## config.mk

```make
export PLATFORM = sky130hd
export DESIGN_NAME = load_extend_ctrl_flat
export DESIGN_NICKNAME = d
export VERILOG_FILES = /design/src/rtl/load_extend_if.sv /design/src/rtl/load_extend_ctrl.sv /design/src/flat_wrapper.sv
export SDC_FILE = /design/constraint.sdc
export NUM_CORES = 1
export LEC_CHECK = 0
export BUFFER_PORTS_ARGS = -buffer_cell sky130_fd_sc_hd__buf_4
export CELL_PAD_IN_SITES_DETAIL_PLACEMENT = 0
export CELL_PAD_IN_SITES_GLOBAL_PLACEMENT = 1
export CORE_MARGIN = 8
export CORE_UTILIZATION = 36
export DETAILED_ROUTE_END_ITERATION = 16
export PLACE_DENSITY = 0.77
export SLEW_MARGIN = 5
export SYNTH_ARGS = -nofsm -noshare
export SYNTH_HDL_FRONTEND = slang
export SYNTH_SLANG_ARGS = --single-unit
```

## constraint.sdc

```tcl
create_clock -name clk -period 2.9 [get_ports clk]
set_input_delay 0.29 -clock clk [delete_from_list [all_inputs] [get_ports clk]]
set_output_delay 0.29 -clock clk [all_outputs]
set_load 0.1 [all_outputs]
```

## src/rtl/load_extend_if.sv

```systemverilog
// Bus bundle between the pipeline, the data memory and the load/extend controller.
// The controller takes the slave view; the surrounding pipeline/memory takes the master view.
interface load_extend_if;
  logic        ld_valid;
  logic        ld_ready;
  logic [31:0] ld_addr;
  logic [1:0]  ld_size;
  logic        ld_unsigned;
  logic        mem_req;
  logic [31:0] mem_addr;
  logic        mem_gnt;
  logic        mem_rvalid;
  logic [31:0] mem_rdata;
  logic        res_valid;
  logic        res_ready;
  logic [31:0] res_data;
  logic        res_misalign;

  modport slave (
    input  ld_valid, ld_addr, ld_size, ld_unsigned,
    input  mem_gnt, mem_rvalid, mem_rdata, res_ready,
    output ld_ready, mem_req, mem_addr, res_valid, res_data, res_misalign
  );

  modport master (
    output ld_valid, ld_addr, ld_size, ld_unsigned,
    output mem_gnt, mem_rvalid, mem_rdata, res_ready,
    input  ld_ready, mem_req, mem_addr, res_valid, res_data, res_misalign
  );
endinterface

```

## src/rtl/load_extend_ctrl.sv

```systemverilog
// Single-outstanding load controller: issues a word read, then selects and sign/zero-extends
// the addressed byte or halfword. Misaligned or illegal-size loads return an error result without touching memory.
module load_extend_ctrl (
  input  logic         clk,
  input  logic         rst_n,
  load_extend_if.slave bus
);

  typedef enum logic [1:0] {IDLE, REQ, WAIT, RESP} state_t;

  state_t      r_state;
  state_t      w_state_nxt;
  logic [31:0] r_addr;
  logic [1:0]  r_size;
  logic        r_unsigned;
  logic [31:0] r_data;
  logic        r_misalign;
  logic        w_ld_ready;
  logic        w_accept;
  logic        w_misalign_in;

  function automatic logic misaligned(input logic [1:0] size, input logic [1:0] lo);
    logic bad;
    case (size)
      2'd0:    bad = 1'b0;
      2'd1:    bad = lo[0];
      2'd2:    bad = (lo != 2'b00);
      default: bad = 1'b1;
    endcase
    return bad;
  endfunction

  function automatic logic [31:0] extend(input logic [31:0] word, input logic [1:0] lo,
                                         input logic [1:0] size, input logic uns);
    logic signed [7:0]  b;
    logic signed [15:0] h;
    logic [31:0]        res;
    b = word[{lo, 3'b000} +: 8];
    h = lo[1] ? word[31:16] : word[15:0];
    case (size)
      2'd0:    res = uns ? {24'h0, b} : 32'(b);
      2'd1:    res = uns ? {16'h0, h} : 32'(h);
      default: res = word;
    endcase
    return res;
  endfunction

  assign w_misalign_in = misaligned(bus.ld_size, bus.ld_addr[1:0]);
  assign w_accept      = bus.ld_valid && w_ld_ready;

  always_ff @(posedge clk or negedge rst_n) begin
    if (!rst_n) begin
      r_state    <= IDLE;
      r_misalign <= 1'b0;
    end else begin
      r_state <= w_state_nxt;
      if (w_accept) r_misalign <= w_misalign_in;
    end
  end

  // Datapath registers carry no reset; every output they feed is masked by state.
  always_ff @(posedge clk) begin
    if (w_accept) begin
      r_addr     <= bus.ld_addr;
      r_size     <= bus.ld_size;
      r_unsigned <= bus.ld_unsigned;
      r_data     <= 32'h0;
    end else if (r_state == WAIT && bus.mem_rvalid) begin
      r_data <= extend(bus.mem_rdata, r_addr[1:0], r_size, r_unsigned);
    end
  end

  always_comb begin
    w_state_nxt      = r_state;
    w_ld_ready       = 1'b0;
    bus.mem_req      = 1'b0;
    bus.mem_addr     = 32'h0;
    bus.res_valid    = 1'b0;
    bus.res_data     = 32'h0;
    bus.res_misalign = 1'b0;
    case (r_state)
      IDLE: begin
        w_ld_ready = rst_n;
        if (w_accept) w_state_nxt = w_misalign_in ? RESP : REQ;
      end
      REQ: begin
        bus.mem_req  = 1'b1;
        bus.mem_addr = {r_addr[31:2], 2'b00};
        if (bus.mem_gnt) w_state_nxt = WAIT;
      end
      WAIT: begin
        if (bus.mem_rvalid) w_state_nxt = RESP;
      end
      RESP: begin
        bus.res_valid    = 1'b1;
        bus.res_data     = r_misalign ? 32'h0 : r_data;
        bus.res_misalign = r_misalign;
        if (bus.res_ready) w_state_nxt = IDLE;
      end
      default: w_state_nxt = IDLE;
    endcase
  end

  assign bus.ld_ready = w_ld_ready;

endmodule

```

## src/flat_wrapper.sv

```systemverilog
// flat-port wrapper written by rule: the top's interface ports become plain ports
module load_extend_ctrl_flat 
  (clk, rst_n, bus_ld_valid, bus_ld_addr, bus_ld_size, bus_ld_unsigned, bus_mem_gnt, bus_mem_rvalid, bus_mem_rdata, bus_res_ready, bus_ld_ready, bus_mem_req, bus_mem_addr, bus_res_valid, bus_res_data, bus_res_misalign);
  load_extend_if bus_i ();
  input  logic clk;
  input  logic rst_n;
  input wire logic [$bits(bus_i.ld_valid)-1:0] bus_ld_valid;
  input wire logic [$bits(bus_i.ld_addr)-1:0] bus_ld_addr;
  input wire logic [$bits(bus_i.ld_size)-1:0] bus_ld_size;
  input wire logic [$bits(bus_i.ld_unsigned)-1:0] bus_ld_unsigned;
  input wire logic [$bits(bus_i.mem_gnt)-1:0] bus_mem_gnt;
  input wire logic [$bits(bus_i.mem_rvalid)-1:0] bus_mem_rvalid;
  input wire logic [$bits(bus_i.mem_rdata)-1:0] bus_mem_rdata;
  input wire logic [$bits(bus_i.res_ready)-1:0] bus_res_ready;
  output wire logic [$bits(bus_i.ld_ready)-1:0] bus_ld_ready;
  output wire logic [$bits(bus_i.mem_req)-1:0] bus_mem_req;
  output wire logic [$bits(bus_i.mem_addr)-1:0] bus_mem_addr;
  output wire logic [$bits(bus_i.res_valid)-1:0] bus_res_valid;
  output wire logic [$bits(bus_i.res_data)-1:0] bus_res_data;
  output wire logic [$bits(bus_i.res_misalign)-1:0] bus_res_misalign;
  assign bus_i.ld_valid = bus_ld_valid;
  assign bus_i.ld_addr = bus_ld_addr;
  assign bus_i.ld_size = bus_ld_size;
  assign bus_i.ld_unsigned = bus_ld_unsigned;
  assign bus_i.mem_gnt = bus_mem_gnt;
  assign bus_i.mem_rvalid = bus_mem_rvalid;
  assign bus_i.mem_rdata = bus_mem_rdata;
  assign bus_i.res_ready = bus_res_ready;
  assign bus_ld_ready = bus_i.ld_ready;
  assign bus_mem_req = bus_i.mem_req;
  assign bus_mem_addr = bus_i.mem_addr;
  assign bus_res_valid = bus_i.res_valid;
  assign bus_res_data = bus_i.res_data;
  assign bus_res_misalign = bus_i.res_misalign;
  load_extend_ctrl u_core (.clk(clk), .rst_n(rst_n), .bus(bus_i));
endmodule
```

==> impl_metrics.tcl <==
set metrics [dict create \
    yosysTopAreaCell "edfxtp_1" \
    drive_above_1_share_pct 37.8 \
    design.die.area_um2 13000 \
    synthTopCellsByArea "edfxtp_1 31%, dfxtp_1 19%, and2_1 12%" \
    avgSynthCellArea_um2 10.3 \
    r2r_slack_ns 0.85 \
    start_util_pct 37.1 \
    synthMuxAreaShare_pct 3.89 \
    synth-seq-cells 70 \
    row_count 35 \
    worst_path_max_delay_cell "ha_1" \
    power_frac_seq_pct 25.9 \
    startpoint "u_core.r_state[1]" \
    grt_overflow 0 \
    antenna_left 0 \
    cap_violations 0 \
    critPathMaxStageDelay_ns 0.70 \
    ir_worst_vdd_uv 516 \
    clock_latency_ns 0.34 \
    fin_nets 544 \
    path_depth 4 \
    synth-simple-area-share_pct 23.3 \
    swShare_pct 51.4 \
    p_comb_share_pct 56.4 \
    post_drt_via_cell_ratio 4.92 \
    clock_skew_ns 0.0110 \
    fp.dieH_um 114 \
    dr.pass1.iters 4 \
    grt_use_total_pct 16.2 \
    rsz0062_at_grt "no" \
    worstPathRequired_ns 2.61 \
    power.internal_w 0.00283 \
    wl_um 10600 \
    status "finished, final reports clean" \
    cts_buffers 9 \
    post-synth-top-area-fraction_pct 30.5 \
    total_leakage_power_nw 2.05 \
    cp_cell_sequence "inv_1, ha_1, and2_1, buf_4" \
    route.vias.total 2952 \
    ys_warn_count 0 \
    synth_cell_types 40 \
    slew_headroom_pct 38.2 \
    synth_top_family_by_area "simple AND/OR/NAND/NOR gates" \
    insertedDiodeCount 0 \
    synth-async-reset-ratio_pct 4.29 \
    synthFlopType "edfxtp_1" \
    cts-htree-levels 3 \
    power.density_nw_per_um2 1200 \
    drcViolationCount 0 \
    crit_type "flop to output port" \
    dieWidth_um 114 \
    layout.cells.non_filler 600 \
    antenna_found_initial 0 \
    cts_sinks 70 \
    dpl.cell_count 583 \
    ys_seq_area_share_pct 51.3 \
    port_buffers 138 \
    ioPinCount 141 \
    period_needed_ns 2.40 \
    cts_tree "done" \
    cts_setup_buffers 0 \
    grt_max_degree 35 \
    tns_ns 0 \
    synth_cells 335 \
    cp_num_buf_inv 2 \
    grt_first_pass_wirelength_um 16300 \
    synthAdderAreaFrac_pct 1.82 \
    area_delta_synth_final_pct 41.2 \
    core-area_um2 9280 \
    switching_power_w 0.00299 \
    endpoint "bus_mem_addr[17]" \
    tightest_slew_ns 0.925 \
    clock-root-buffer "clkbuf_8" \
    netlist_top_cells_count "64 x and2_1, 35 x edfxtp_1, 33 x a21oi_1" \
    dp_hpwl_um 7950 \
    wl_per_cell_um 17.7 \
    fmax_ghz 0.416 \
    synth_compound_area_share_pct 15.6 \
    crit_path_max_fanout 32 \
    clock_path_buffers 2 \
    synth.most_common_cell "and2_1" \
    synth_xor_area_share_pct 0 \
    synth_edf_count 35 \
    cp-end-kind "output port" \
    gp_congestion 0.803 \
    timing.critical_path.max_delay_family "adder cells" \
    p_clk_share_pct 17.7 \
    r2r-start "u_core.r_state[1]" \
    start_kind "flop" \
    cp_data_arrival_time_ns 2.11 \
    hold_path_class "input port to flop" \
    drtIter0Drc 109 \
    syn_area_um2 3440 \
    final-setup-viol-count 0 \
    rr_worst_depth 5 \
    finalHoldViolations 0 \
    grt_pass1_vias 3030 \
    slew_viol_final 0 \
    min_period_over_period_pct 82.8 \
    clkTransAtPathRegs_ns 0.08 \
    r2r_end "u_core.r_state[0]" \
]
[how the worst min path moves through the flow]
| stage | startpoint | to | slack [ns] | cells after the start |
|---|---|---|---|---|
| after floorplan | rst_n | u_core.r_misalign | -0.006 | 0 |
| after global placement | rst_n | u_core.r_misalign | 0.09 | 1 |
| after detailed placement | rst_n | u_core.r_misalign | 0.09 | 1 |
| after CTS | bus_ld_addr[16] | u_core.r_addr[16] | 0.11 | 1 |
| after global routing | bus_ld_addr[3] | u_core.r_addr[3] | 0.09 | 1 |
| final | bus_ld_addr[16] | u_core.r_addr[16] | 0.12 | 1 |
[repair_timing]
| action | CTS | global route |
|---|---|---|
| hold buffers | 1 | 0 |
| resized for setup | 0 | 0 |
| hold endpoints to repair | 3 | 0 |
[metal layers]
| layer | routed length (um) | GRT usage, % | up-vias |
|---|---|---|---|
| li1 | - | - | 1477 |
| met1 | 4670 | 20.4 | 1355 |
| met2 | 5080 | 25.8 | 101 |
| met3 | 598 | 3.59 | 19 |
| met4 | 274 | 7.45 | 0 |
| met5 | 0 | 0 | - |
[worst reg2reg max path, stage by stage, from the launching register on]
cell	delay (ns)
dfrtp_1	0.40
inv_1	0.10
ha_1	0.48
nor2b_1	0.28
nor4_1	0.47
mux2i_1	0.25
[state kept, by name (all words and copies together), names as in the netlist]
signal	count
u_core.r_addr	32
u_core.r_unsigned	1
u_core.r_data	32
u_core.r_state	2
u_core.r_misalign	1
u_core.r_size	2
[power groups by stage]
stage	Clock, W	Combinational, W	Sequential, W
2_1_floorplan	0	0.00263	0.00146
3_3_place_gp	0	0.00327	0.00152
3_5_place_dp	0	0.00329	0.00152
4_1_cts	0.00105	0.00330	0.00150
5_1_grt	0.00110	0.00346	0.00154
6_report	0.00103	0.00328	0.00150
[cells in the final DEF, fill, tap and decap left out, types with 2 or more instances in the layout]
cell       instances
buf_4            147
and2_1            64
edfxtp_1          35
a21oi_1           33
dfxtp_1           32
o21ai_0           18
nand3_1           15
nor3_1            15
mux2_2             9
nand4b_1           9
clkbuf_8           9
o221ai_1           8
nand2b_1           8
o32ai_1            7
o31ai_1            7
nor2b_1            5
nor2_1             5
ha_1               5
nand2_1            4
bufinv_16          4
inv_1              3
dfrtp_1            3
nor4_1             2
o21a_1             2
or3b_2             2
conb_1             2
[per-stage QoR]
| stage | instance area [um^2] | total power, W | util, % | worst slack (ns) | hold slack (ns) |
|---|---|---|---|---|---|
| floorplan | 3450 | 0.00409 | - | 0.111 | -0.00559 |
| global placement | 4590 | 0.00479 | 49.4 | 0.863 | 0.0931 |
| detailed placement | 4590 | 0.00482 | 49.4 | 0.790 | 0.0931 |
| CTS | 4860 | 0.00586 | 52.4 | 0.428 | 0.105 |
| global route | 4860 | 0.00609 | 52.4 | 0.257 | 0.0912 |
| finish | 4860 | 0.00581 | 52.4 | 0.499 | 0.120 |
[final cells by class]
cell class                      instances  area (um^2)
Tap cell                              129          161
Sequential cell                        70         1770
Clock buffer                           10          128
Multi-Input combinational cell        233         1540
Clock inverter                          6          134
Fill cell                             902         4420
Inverter                                4         15.0
Timing Repair Buffer                  148         1110
[cells by family after synthesis]
| logic type | Yosys count |
|---|---|
| adder cells (fa/ha/maj) | 5 |
| buffers and inverters | 33 |
| other | 1 |
| multiplexers | 11 |
| AND/OR/NAND/NOR | 133 |
| AO/OA/AOI/OAI | 82 |
| flip-flops | 70 |
No activity file was read; power rests on OpenSTA's default activity.
